## src/rtl/calc_key_entry.sv

```systemverilog
// Key entry stage: assembles two BCD operands and an operator from key strobes and issues them downstream.
// Latency: key effects visible one cycle after the sampled edge; out_valid holds until out_ready or 'C'.
module calc_key_entry #(
   parameter int HOLDOFF = 0
) (
   input  logic       clk,
   input  logic       rst_n,
   input  logic       key_valid,
   input  logic [3:0] key_code,
   output logic [3:0] a_tens,
   output logic [3:0] a_ones,
   output logic [3:0] b_tens,
   output logic [3:0] b_ones,
   output logic [1:0] op,
   output logic       out_valid,
   input  logic       out_ready,
   output logic [1:0] entry_state,
   output logic       err
);

   // A key HOLDOFF cycles after a sampled key is sampled again; the ones in between are dropped.
   localparam int HW = (HOLDOFF > 1) ? $clog2(HOLDOFF) : 1;
   localparam logic [HW-1:0] HOLD_LOAD = (HOLDOFF > 1) ? HW'(HOLDOFF - 1) : '0;

   typedef enum logic [1:0] {
      S_A     = 2'b00,
      S_B     = 2'b01,
      S_ISSUE = 2'b10
   } state_t;

   state_t          state_q, state_d;
   logic [3:0]      a_t_q, a_o_q, b_t_q, b_o_q;
   logic [3:0]      a_t_d, a_o_d, b_t_d, b_o_d;
   logic [1:0]      op_q, op_d;
   logic [1:0]      a_cnt_q, a_cnt_d, b_cnt_q, b_cnt_d;
   logic [HW-1:0]   hold_q, hold_d;
   logic            err_q, err_d;

   logic sampled, is_digit, is_op, is_eq, is_clr, do_clear, reject, transfer;

   always_comb begin
      state_d  = state_q;
      a_t_d    = a_t_q;
      a_o_d    = a_o_q;
      b_t_d    = b_t_q;
      b_o_d    = b_o_q;
      op_d     = op_q;
      a_cnt_d  = a_cnt_q;
      b_cnt_d  = b_cnt_q;
      hold_d   = hold_q;
      do_clear = 1'b0;
      reject   = 1'b0;

      sampled  = key_valid && (hold_q == '0);
      is_digit = (key_code <= 4'd9);
      is_op    = (key_code >= 4'd10) && (key_code <= 4'd13);
      is_eq    = (key_code == 4'd14);
      is_clr   = (key_code == 4'd15);
      transfer = (state_q == S_ISSUE) && out_ready;

      if (hold_q != '0) hold_d = hold_q - 1'b1;
      if (sampled)      hold_d = HOLD_LOAD;

      case (state_q)
         S_A: if (sampled) begin
            if (is_digit) begin
               if (a_cnt_q == 2'd2) reject = 1'b1;
               else begin
                  a_t_d   = a_o_q;
                  a_o_d   = key_code;
                  a_cnt_d = a_cnt_q + 2'd1;
               end
            end else if (is_op) begin
               // code-10 modulo 4 equals code+2 modulo 4
               op_d    = key_code[1:0] + 2'd2;
               state_d = S_B;
            end else if (is_eq) reject = 1'b1;
            else if (is_clr)    do_clear = 1'b1;
         end
         S_B: if (sampled) begin
            if (is_digit) begin
               if (b_cnt_q == 2'd2) reject = 1'b1;
               else begin
                  b_t_d   = b_o_q;
                  b_o_d   = key_code;
                  b_cnt_d = b_cnt_q + 2'd1;
               end
            end else if (is_op) begin
               if (b_cnt_q == 2'd0) op_d = key_code[1:0] + 2'd2;
               else                 reject = 1'b1;
            end else if (is_eq) begin
               if (b_cnt_q != 2'd0) state_d = S_ISSUE;
               else                 reject = 1'b1;
            end else if (is_clr) do_clear = 1'b1;
         end
         S_ISSUE: begin
            if (transfer) do_clear = 1'b1;
            if (sampled) begin
               if (is_clr) do_clear = 1'b1;
               else        reject = 1'b1;
            end
         end
         default: do_clear = 1'b1;
      endcase

      if (do_clear) begin
         state_d = S_A;
         a_t_d   = '0;
         a_o_d   = '0;
         b_t_d   = '0;
         b_o_d   = '0;
         op_d    = '0;
         a_cnt_d = '0;
         b_cnt_d = '0;
      end
      err_d = reject;
   end

   always_ff @(posedge clk) begin
      if (!rst_n) begin
         state_q <= S_A;
         a_t_q   <= '0;
         a_o_q   <= '0;
         b_t_q   <= '0;
         b_o_q   <= '0;
         op_q    <= '0;
         a_cnt_q <= '0;
         b_cnt_q <= '0;
         hold_q  <= '0;
         err_q   <= 1'b0;
      end else begin
         state_q <= state_d;
         a_t_q   <= a_t_d;
         a_o_q   <= a_o_d;
         b_t_q   <= b_t_d;
         b_o_q   <= b_o_d;
         op_q    <= op_d;
         a_cnt_q <= a_cnt_d;
         b_cnt_q <= b_cnt_d;
         hold_q  <= hold_d;
         err_q   <= err_d;
      end
   end

   assign a_tens      = a_t_q;
   assign a_ones      = a_o_q;
   assign b_tens      = b_t_q;
   assign b_ones      = b_o_q;
   assign op          = op_q;
   assign out_valid   = (state_q == S_ISSUE);
   assign entry_state = state_q;
   assign err         = err_q;

endmodule
```

## config.mk

```make
export PLATFORM = sky130hd
export DESIGN_NAME = calc_key_entry
export DESIGN_NICKNAME = d
export VERILOG_FILES = /design/src/rtl/calc_key_entry.sv
export SDC_FILE = /design/constraint.sdc
export NUM_CORES = 1
export LEC_CHECK = 0
export ABC_AREA = 1
export CAP_MARGIN = 20
export CORE_MARGIN = 5
export CORE_UTILIZATION = 45
export DETAILED_ROUTE_END_ITERATION = 7
export PLACE_DENSITY = 0.73
export SYNTH_ARGS = -nofsm -noshare
export SYNTH_HDL_FRONTEND = slang
export SYNTH_SLANG_ARGS = --single-unit
```

## constraint.sdc

```tcl
create_clock -name clk -period 1.79 [get_ports clk]
set_input_delay 0.4475 -clock clk [delete_from_list [all_inputs] [get_ports clk]]
set_output_delay 0.4475 -clock clk [all_outputs]
set_load 0.03 [all_outputs]
```

---- After elaboration in Yosys (flattened, before gate mapping) ----
Index checks and enable logic that the tools add are counted.
W data, S select, Z words.
storage, ports and cells
  bits in read-only memories .............. 0
  output and inout bits ................... 22
  bits in writable memories ............... 0
  memories ................................ 0
  logic and storage cells ................. 92
  input bits .............................. 8
  bits in latches ......................... 0
  register bits after elaboration ......... 26
cells by class
  add/subtract/negate cells ............... 4
  reductions and logical operators ........ 14
  divide/modulo/power cells ............... 0
  $lt $le $gt $ge ......................... 3
  shifts and indexed selects .............. 0
  mux-type cells .......................... 41
  multipliers ............................. 0
  equality and inequality tests ........... 16
  bitwise operators ....................... 4
operators by type and width
  cell                   number
  $mux W2                15
  $mux W1                22
  $ne A2 B2 Y1 const B   10
  $reduce_and A9 Y1      1
  $eq A4 B4 Y1 const B   2
  $le A4 B4 Y1 const B   2
  $pmux W2 S2            2
  $reduce_and A4 Y1      2
  $reduce_and A8 Y1      1
  $eq A2 B2 Y1 const B   3
  $add A2 B1 Y2 const B  2
  $ge A4 B4 Y1 const B   1
  $logic_not A2 Y1       2
  $not A1 Y1             4
  $reduce_bool A2 Y1     2
  $reduce_or A2 Y1       2
  $logic_and A1 B1 Y1    3
  $pmux W1 S3            1
  $reduce_or A3 Y1       1
  $add A2 B2 Y2 const B  1
  $eq A2 B1 Y1 const B   1
  $pmux W1 S2            1
  $sub A1 B1 Y1 const B  1

---- Longest topological paths before layout ----
Gate-level depths: netlist of the first run.
  word-level depth ........................ 8
  gate-level depth with buffers ........... 10
  gate-level depth less buffers ........... 10

---- Worst setup path after synthesis of the first run ----
OpenSTA, ideal clock, no wires.
  path kind ............................... reg-to-reg
  start ................................... register state_q[0] (netlist: entry_state[0])
  end ..................................... register b_o_q[1] (netlist: b_ones[1])
  path slack .............................. 0.127 ns
  required time ........................... 1.720 ns
  clock period less this slack ............ 1.663 ns
  library setup time ...................... 0.070 ns
  data arrival time ....................... 1.593 ns
  stages on the path, launching flop included .. 9
  path through ............................ dfxtp_1 > inv_1 > ha_1 > inv_1 > nand2_1 > nand3_1 > nand3_2 > buf_4 > a21oi_1
on the way
  word-level cells in the longest chain between the ends .. 7
  elaborated cells between the ends (all ways) .. 11
  those cells by class .................... eq/ne: 2; mux: 4; reduce/logical: 5
ends and longest elaborated chain
  item                                 RTL line  text
  start, declared                      31        state_t state_q, state_d;
  start signal, assigned               132       state_q <= state_d;
  $eq A2 B2 Y1 *                       --
  net out_valid                        15        output logic out_valid,
  $logic_and A1 B1 Y1                  59        transfer = (state_q == S_ISSUE) && out_ready;
  $mux W1                              97        if (transfer) do_clear = 1'b1;
  $mux W1                              99        if (is_clr) do_clear = 1'b1;
  $mux W1                              98        if (sampled) begin
  $pmux W1 S2 *                        64        case (state_q)
  $reduce_or A2 Y1 (no source line) *  --
  end signal, assigned                 136       b_o_q <= b_o_d;
  end, declared                        32        logic [3:0] a_t_q, a_o_q, b_t_q, b_o_q;
Mark *: on every way through the listed nets, which the timed path passes. The rest lies on a longest branch.
A chain may end at the register's enable or synchronous reset.

---- Worst setup path after layout of the first run ----
  start ................................... register state_q[0] (netlist: entry_state[0])
  end ..................................... output out_valid
on the way
  word-level cells in the longest chain between the ends .. 1
ends and longest elaborated chain
  item           RTL line  text
  $eq A2 B2 Y1   150       assign out_valid = (state_q == S_ISSUE);
  end, declared  15
No other way between the ends.

==> results of run 1 <==
-- power by group --
| group | internal, W | total, W | switching (W) | leakage [nW] |
|---|---|---|---|---|
| Combinational | 0.0000690 | 0.000166 | 0.0000974 | 0.566 |
| Clock | 0.000125 | 0.000309 | 0.000184 | 0.0210 |
| Sequential | 0.000590 | 0.000598 | 0.00000768 | 0.211 |
| Total | 0.000784 | 0.00107 | 0.000289 | 0.798 |
-- per-stage QoR --
step / power, W / instance area (um^2) / std cells / TNS (ps) / setup WS [ps]
2_1_floorplan: 0.0007165 / 1335 / 177 / 0 / 126.9
3_3_place_gp: 0.0007788 / 1719 / 244 / 0 / 13.35
3_5_place_dp: 0.0007819 / 1719 / 244 / -11.18 / -6.868
4_1_cts: 0.001080 / 1730 / 248 / 0 / 13.22
5_1_grt: 0.001134 / 1734 / 248 / 0 / 36.90
6_report: 0.001073 / 1734 / 248 / 0 / 124.6
-- kinds of logic after synthesis --
group,after synthesis,synth area share
compound gates,28,0.1265
simple gates,90,0.3140
fa+ha+maj,7,0.06560
other cells,1,0.002809
flops,26,0.3899
buf+inv,25,0.1012
-- per-layer routing --
| metal | vias up | GRT usage |
|---|---|---|
| li1 | 629 | - |
| met1 | 537 | 0.1785 |
| met2 | 30 | 0.2474 |
| met3 | 5 | 0.03282 |
| met4 | 0 | 0.07388 |
| met5 | - | 0 |
-- Yosys cell counts, types with 7 or more instances --
master / n
nand3_1: 8
ha_1: 7
nand2_1: 53
nor2_1: 10
nand2_2: 12
a21oi_2: 7
inv_1: 17
a21oi_1: 18
dfxtp_1: 26
-- sequential cells by signal, summed over array words and instances, names as in the netlist --
| register | cells |
|---|---|
| err | 1 |
| entry_state | 2 |
| b_tens | 4 |
| hold_q | 1 |
| a_tens | 4 |
| op | 2 |
| b_cnt_q | 2 |
| a_cnt_q | 2 |
| b_ones | 4 |
| a_ones | 4 |
-- final cells by class --
type / instances / area [um^2] / share of cell area
multi-input combinational: 126 / 679.4 / 0.3918
clock buffer: 4 / 36.28 / 0.02092
sequential: 26 / 521.8 / 0.3009
tap: 31 / 38.79 / 0.02237
timing repair buffer: 41 / 380.4 / 0.2193
inverter: 20 / 77.57 / 0.04473
-- final timing paths --
kind / startpoint / end / depth (start not counted)
setup / recovery: entry_state[0] / out_valid / 3
hold reg to reg: b_tens[3] / b_tens[3] / 2
setup reg to reg: entry_state[1] / entry_state[0] / 8
hold / removal: b_tens[3] / b_tens[3] / 2
-- what timing repair did --
action / 4_1_cts / 5_1_grt
pin swaps: 0 / 0
resized for setup: 20 / 2
setup endpoints to repair: 20 / 2
-- worst min-delay path: cells and delay by family, from the launching register on --
family             cells  cell delay, ps
AOI/OAI and AO/OA      1              60
and+or+nand+nor        1              60
DFF                    1             330
==> flow_summary.yaml, run 1 <==
outcome:
  status: "finished, final reports clean"
sta:
  layout_min_cycle_time_ps: 1665
  rsz0062_at_grt: "no"
  fmax_mhz: 600.4
  finalSetupViolCount: 0
  fin_skew_ps: 5.134
  timing.hold.ws_ps: 469.1
  drv_slew: 0
  period_share: 0.9304
  final_hold_viol_count: 0
die:
  die_h_um: 64.47
  core_um2: 2805
  dieArea_um2: 4156
  start_util: 0.4759
  num_rows: 19
  num_io_pins: 30
  die_x_um: 64.47
finish:
  final_cell_mix: "nand2_1, dfxtp_1, dlygate4sd2_1"
  fill_cells: 255
  finalCoreUtilization: 0.6182
  post_route_cells_drive_above_1_share: 0.2120
  layout_commonest_cell: "nand2_1"
  nets: 233
  antenna_cells: 0
  syn2layout_area_growth_pct: 29.90
global_route:
  grt_pass1_vias: 1148
  grt_pass1_wl_um: 4850
  track_usage: 0.1477
  gr-total-overflow: 0
  grt_max_degree: 15
  antenna_found_initial: 0
logic_synthesis:
  yosysWarnings: 0
  yosys-top-cells-area: "dfxtp_1, nand2_1, a21oi_1"
  seq_area_frac_synth: 0.3899
  synthesis.nets: 192
  syn_area_um2: 1335
  synth_area_per_cell_um2: 7.543
  synth_edf_count: 0
  synth_seq_cells: 26
  synth_top_area_cell: "dfxtp_1"
  async_reset_ff_frac: 0
  synth_flop_cell: "dfxtp_1"
  synth_top_cell_area_share: 0.3899
  yosysUniqueCellTypes: 23
  syn_inst: 177
route:
  wl_um: 2853
  wl_met2_um: 1374
  dr.first_iter.drc_count: 38
  via_count: 1201
  viasPerCell: 4.843
  ant_nets: 0
  post_drt_wl_per_cell_um: 11.50
  wl_met3_um: 128
  top_layer_used: "met4"
  drtPass1Iterations: 4
  drt-met1-wl_um: 1295
  drc_errors: 0
clocking:
  cts_max_level: 1
  numCtsBuffers: 3
  postCtsSetupBuffers: 0
  root_buffer: "clkbuf_4"
  cts_hold_buffers: 0
  cts.clk_slew.worst_paths_ps: 150
  cts_tree: "yes"
  insertion_delay_ps: 330
  clockBufferDepth: 2
  cts_sinks: 26
setup_path:
  worstSetupEndpointType: "output port"
  regToRegSetupSlack_ps: 240
  crit_arrival_ps: 1220
  cp-start-kind: "register"
  cp.required_ps: 1340
  cp_top_family: "flip-flops"
  critPathMaxFanout: 5
  worstPathCellList: "inv_1 -> ha_1 -> buf_4"
  worstSetupPathType: "register to output port"
  cp_slowest_cell: "dfxtp_2"
  crit_buf_inv: 2
  cpPeakStageDelay_ps: 390
pwr:
  peakVddDrop_v: 0.0003722
  p_leak_nw: 0.7980
  powerDensity_nw_per_um2: 618.5
placed_design:
  port-buffer-count: 29
  place_hpwl_um: 2224
  gp_congestion: 0.8359
worst_hold_path:
  hold_class: "register to register"
run:
  cap_violations: 0
(Power assumes the default switching activity.)
==> inputs of run 2 (changes only) <==
--- a/config.mk
+++ b/config.mk
@@ -7,7 +7,7 @@
 export LEC_CHECK = 0
 export ABC_AREA = 1
 export CAP_MARGIN = 20
-export CORE_MARGIN = 5
+export CORE_MARGIN = 1
 export CORE_UTILIZATION = 45
 export DETAILED_ROUTE_END_ITERATION = 7
 export PLACE_DENSITY = 0.73
==> flow_summary.yaml, run 2 (synthesized netlist as in run 1, its figures left out) <==
outcome:
  status: "finished, final reports clean"
die:
  num_rows: 19
  dieArea_um2: 3188
  die_h_um: 56.47
  num_io_pins: 30
  start_util: 0.4800
  die_x_um: 56.47
  core_um2: 2781
route:
  drc_errors: 0
  post_drt_wl_per_cell_um: 11.18
  drtPass1Iterations: 5
  ant_nets: 0
  via_count: 1189
  viasPerCell: 4.814
  wl_um: 2762
  dr.first_iter.drc_count: 21
setup_path:
  worstSetupEndpointType: "output port"
  setup.worst_path.end: "out_valid"
  crit_arrival_ps: 1230
  cp-startpoint: "entry_state[0]"
  critPathMaxFanout: 5
  worstSetupPathType: "register to output port"
  rr_startpoint: "entry_state[1]"
  r2r_cells: 8
  regToRegSetupSlack_ps: 260
  cp-start-kind: "register"
  regToRegEndpoint: "b_ones[3]"
  cp.required_ps: 1340
sta:
  layout_min_cycle_time_ps: 1674
  fin_skew_ps: 5.338
  final_hold_viol_count: 0
  drv_slew: 0
  period_share: 0.9352
  fmax_mhz: 597.3
  finalSetupViolCount: 0
  rsz0062_at_grt: "no"
clocking:
  insertion_delay_ps: 330
  cts_sinks: 26
  root_buffer: "clkbuf_4"
  cts_hold_buffers: 0
  numCtsBuffers: 3
  cts_tree: "yes"
  cts.clk_slew.worst_paths_ps: 150
  clockBufferDepth: 2
  cts_max_level: 1
finish:
  antenna_cells: 0
  multi_input_area_um2: 679.4
  final_cell_area_um2: 1743
  layout_commonest_cell: "nand2_1"
  seqCellArea_um2: 521.8
  post_route_cells_drive_above_1_share: 0.2083
  nets: 232
  fill_cells: 248
  final_cell_mix: "nand2_1, dfxtp_1, dlygate4sd2_1"
  finalCoreUtilization: 0.6266
  syn2layout_area_growth_pct: 30.55
placed_design:
  port-buffer-count: 29
  place_hpwl_um: 2135
  gp_congestion: 0.8998
  dpl_cell_area_um2: 1712
pwr:
  powerDensity_nw_per_um2: 677.0
  peakVddDrop_v: 0.0004817
  p_leak_nw: 0.8004
global_route:
  grt_pass1_wl_um: 4767
  grt_max_degree: 16
  gr-total-overflow: 0
  antenna_found_initial: 0
  track_usage: 0.1875
  grt_pass1_vias: 1123
run:
  cap_violations: 0
worst_hold_path:
  min-delay-start: "b_tens[0]"
  hold_class: "register to register"
run 2: cell types whose count changed in the layout (fill, tap and decap cells not counted):
cell | before | now
clkbuf_8 | 1 | 0
buf_4 | 11 | 10
bufinv_16 | 0 | 1
run 2: final cells by class:
cell class / instances / area share
Inverter: 20 / 0.04451
Clock inverter: 1 / 0.01723
Clock buffer: 3 / 0.01292
Sequential cell: 26 / 0.2994
Tap cell: 31 / 0.02225
Timing Repair Buffer: 40 / 0.2139
Multi-Input combinational cell: 126 / 0.3898
run 2: repair_timing:
item                       CTS  global route
gates resized for setup     20             2
setup endpoints to repair   20             2
buffers inserted             0             0
pin swaps                    0             0
run 2: worst max-delay path: stages, from the launching register on:
cell and delay, ps:
dfxtp_2 400, inv_1 70, ha_1 250, buf_4 180
run 2: metrics by stage:
step / hold slack [ps] / instances / worst slack (ps) / power (W) / setup TNS, ps
floorplan: 443.5 / 177 / 126.9 / 0.0007165 / 0
global placement: 451.2 / 243 / -52.43 / 0.0007799 / -110.3
detailed placement: 452.1 / 243 / -40.60 / 0.0007810 / -186.4
CTS: 470.0 / 247 / 23.11 / 0.001182 / 0
global route: 488.6 / 247 / 66.63 / 0.001219 / 0
finish: 467.8 / 247 / 115.9 / 0.001180 / 0
run 2: worst min path at each step:
stage / cells after the start / slack (ps) / end
after floorplan: 2 / 440 / b_cnt_q[0]
after global placement: 2 / 450 / b_tens[2]
after detailed placement: 2 / 450 / b_tens[1]
after CTS: 2 / 470 / b_tens[0]
after global routing: 2 / 490 / b_tens[1]
final: 2 / 470 / b_tens[0]
run 2: where the power goes:
group          leakage (nW)  internal (W)  switching (W)
clock                0.0279      0.000226       0.000189
sequential            0.211      0.000590     0.00000726
combinational         0.562     0.0000687      0.0000982
run 2: routing by layer:
metal | vias up | track usage | share of wire
met5 | - | 0 | 0
met4 | 0 | 0.09059 | 0.013
met3 | 4 | 0.02535 | 0.027
met2 | 21 | 0.2941 | 0.47
met1 | 538 | 0.2529 | 0.49
li1 | 626 | - | -
==> inputs of run 3 (changes only) <==
--- a/config.mk
+++ b/config.mk
@@ -8,9 +8,9 @@
 export ABC_AREA = 1
 export CAP_MARGIN = 20
 export CORE_MARGIN = 1
-export CORE_UTILIZATION = 45
+export CORE_UTILIZATION = 49
 export DETAILED_ROUTE_END_ITERATION = 7
-export PLACE_DENSITY = 0.73
+export PLACE_DENSITY = 0.78
 export SYNTH_ARGS = -nofsm -noshare
 export SYNTH_HDL_FRONTEND = slang
 export SYNTH_SLANG_ARGS = --single-unit
==> flow_summary.yaml, run 3 (synthesized netlist as in run 1, its figures left out) <==
pwr:
  powerDensity_nw_per_um2: 678.6
  clkPwrFrac: 0.352
  p_sw_frac: 0.2480
  seqPwrFrac: 0.510
  p_int_w: 0.0008811
  peakVddDrop_v: 0.0005313
  p_sw_w: 0.0002905
  combPwrFrac: 0.138
  p_leak_nw: 0.7932
clocking:
  cts_sinks: 26
  cts_tree: "yes"
  cts_max_level: 1
  clockBufferDepth: 2
  post_cts_resized: 20
  postCtsSetupBuffers: 0
  insertion_delay_ps: 330
  cts_hold_buffers: 0
  cts.clk_slew.worst_paths_ps: 150
  numCtsBuffers: 3
  root_buffer: "clkbuf_4"
setup_path:
  crit_arrival_ps: 1220
  cp_slowest_cell: "dfxtp_2"
  cp-start-kind: "register"
  crit_buf_inv: 2
  critPathMaxFanout: 5
  worstSetupPathType: "register to output port"
  cp_top_family: "flip-flops"
  cp.required_ps: 1340
  cpPeakStageDelay_ps: 400
  worstSetupEndpointType: "output port"
  worstPathCellList: "inv_1 -> ha_1 -> buf_4"
sta:
  timing.hold.ws_ps: 476.6
  fin_skew_ps: 6.584
  rsz0062_at_grt: "no"
  period_share: 0.9336
  finalSetupViolCount: 0
  fmax_mhz: 598.4
  drv_slew: 0
  finalWorstSetupSlack_ps: 118.9
  final_hold_viol_count: 0
  layout_min_cycle_time_ps: 1671
die:
  core_um2: 2522
  die_h_um: 54.20
  dieArea_um2: 2937
  die_x_um: 54.20
  num_rows: 18
  num_io_pins: 30
  start_util: 0.5293
run:
  cap_violations: 0
global_route:
  gr-total-overflow: 0
  grt_pass1_wl_um: 4271
  antenna_found_initial: 0
  track_usage: 0.2076
  grt_max_degree: 25
  grt_pass1_vias: 967
route:
  dr.first_iter.drc_count: 26
  viasPerCell: 4.914
  wl_um: 2812
  drc_errors: 0
  drtPass1Iterations: 4
  ant_nets: 0
  post_drt_wl_per_cell_um: 11.52
  via_count: 1199
placed_design:
  gp_congestion: 0.8591
  dpl.cell_count: 240
  place_hpwl_um: 2108
  dpl_cell_area_um2: 1695
  port-buffer-count: 29
  pre_cts_ws_ps: -69.38
finish:
  final_cell_area_um2: 1727
  fin_cells: 244
  nets: 230
  post_route_cells_drive_above_1_share: 0.2009
  antenna_cells: 0
  finalCoreUtilization: 0.6845
  final_cell_mix: "nand2_1, dfxtp_1, dlygate4sd2_1"
  layout_commonest_cell: "nand2_1"
  syn2layout_area_growth_pct: 29.33
worst_hold_path:
  hold_class: "register to register"
outcome:
  status: "finished, final reports clean"
-- run 3: cell count changes in the layout (fill, tap and decap cells not counted), sizes merged --
| cell | previous run | this run |
|---|---|---|
| buf | 12 | 10 |
-- run 3: per-layer routing --
| layer | share of wire | vias up | global-route usage |
|---|---|---|---|
| li1 | - | 625 | - |
| met1 | 0.48 | 550 | 0.2692 |
| met2 | 0.47 | 20 | 0.3333 |
| met3 | 0.034 | 4 | 0.02825 |
| met4 | 0.019 | 0 | 0.1026 |
| met5 | 0 | - | 0 |
-- run 3: per-stage QoR --
stage | TNS [ps] | total power, W
after floorplan | 0 | 0.0007165
after global placement | -202.4 | 0.0007741
after detailed placement | -679.9 | 0.0007752
after CTS | 0 | 0.001184
after global routing | 0 | 0.001206
final | 0 | 0.001172
-- run 3: worst min-delay path, cell delays in order, from the launching register on --
cell     delay [ps]
dfxtp_1         340
nand2_1          60
a21oi_1          50
-- run 3: worst paths after layout --
check / startpoint / end / slack (ps) / cells past startpoint
setup / recovery: entry_state[0] / out_valid / 120 / 3
hold / removal: b_tens[1] / b_tens[1] / 480 / 2
setup reg to reg: entry_state[1] / entry_state[0] / 300 / 8
hold reg to reg: b_tens[1] / b_tens[1] / 480 / 2
-- run 3: cell type report --
cell class,count,area [um^2]
Fill cell,241,795.8
Multi-Input combinational cell,126,679.4
Sequential cell,26,521.8
Timing Repair Buffer,38,357.8
Inverter,20,77.57
Tap cell,30,37.54
Clock inverter,1,30.03
Clock buffer,3,22.52
-- run 3: power groups by stage --
stage               clock network (W)   logic, W  registers, W
finish                       0.000413   0.000161      0.000598
global route                 0.000431   0.000176      0.000600
CTS                          0.000425   0.000162      0.000598
detailed placement                  0   0.000165      0.000610
global placement                    0   0.000164      0.000610
floorplan                           0  0.0000922      0.000624
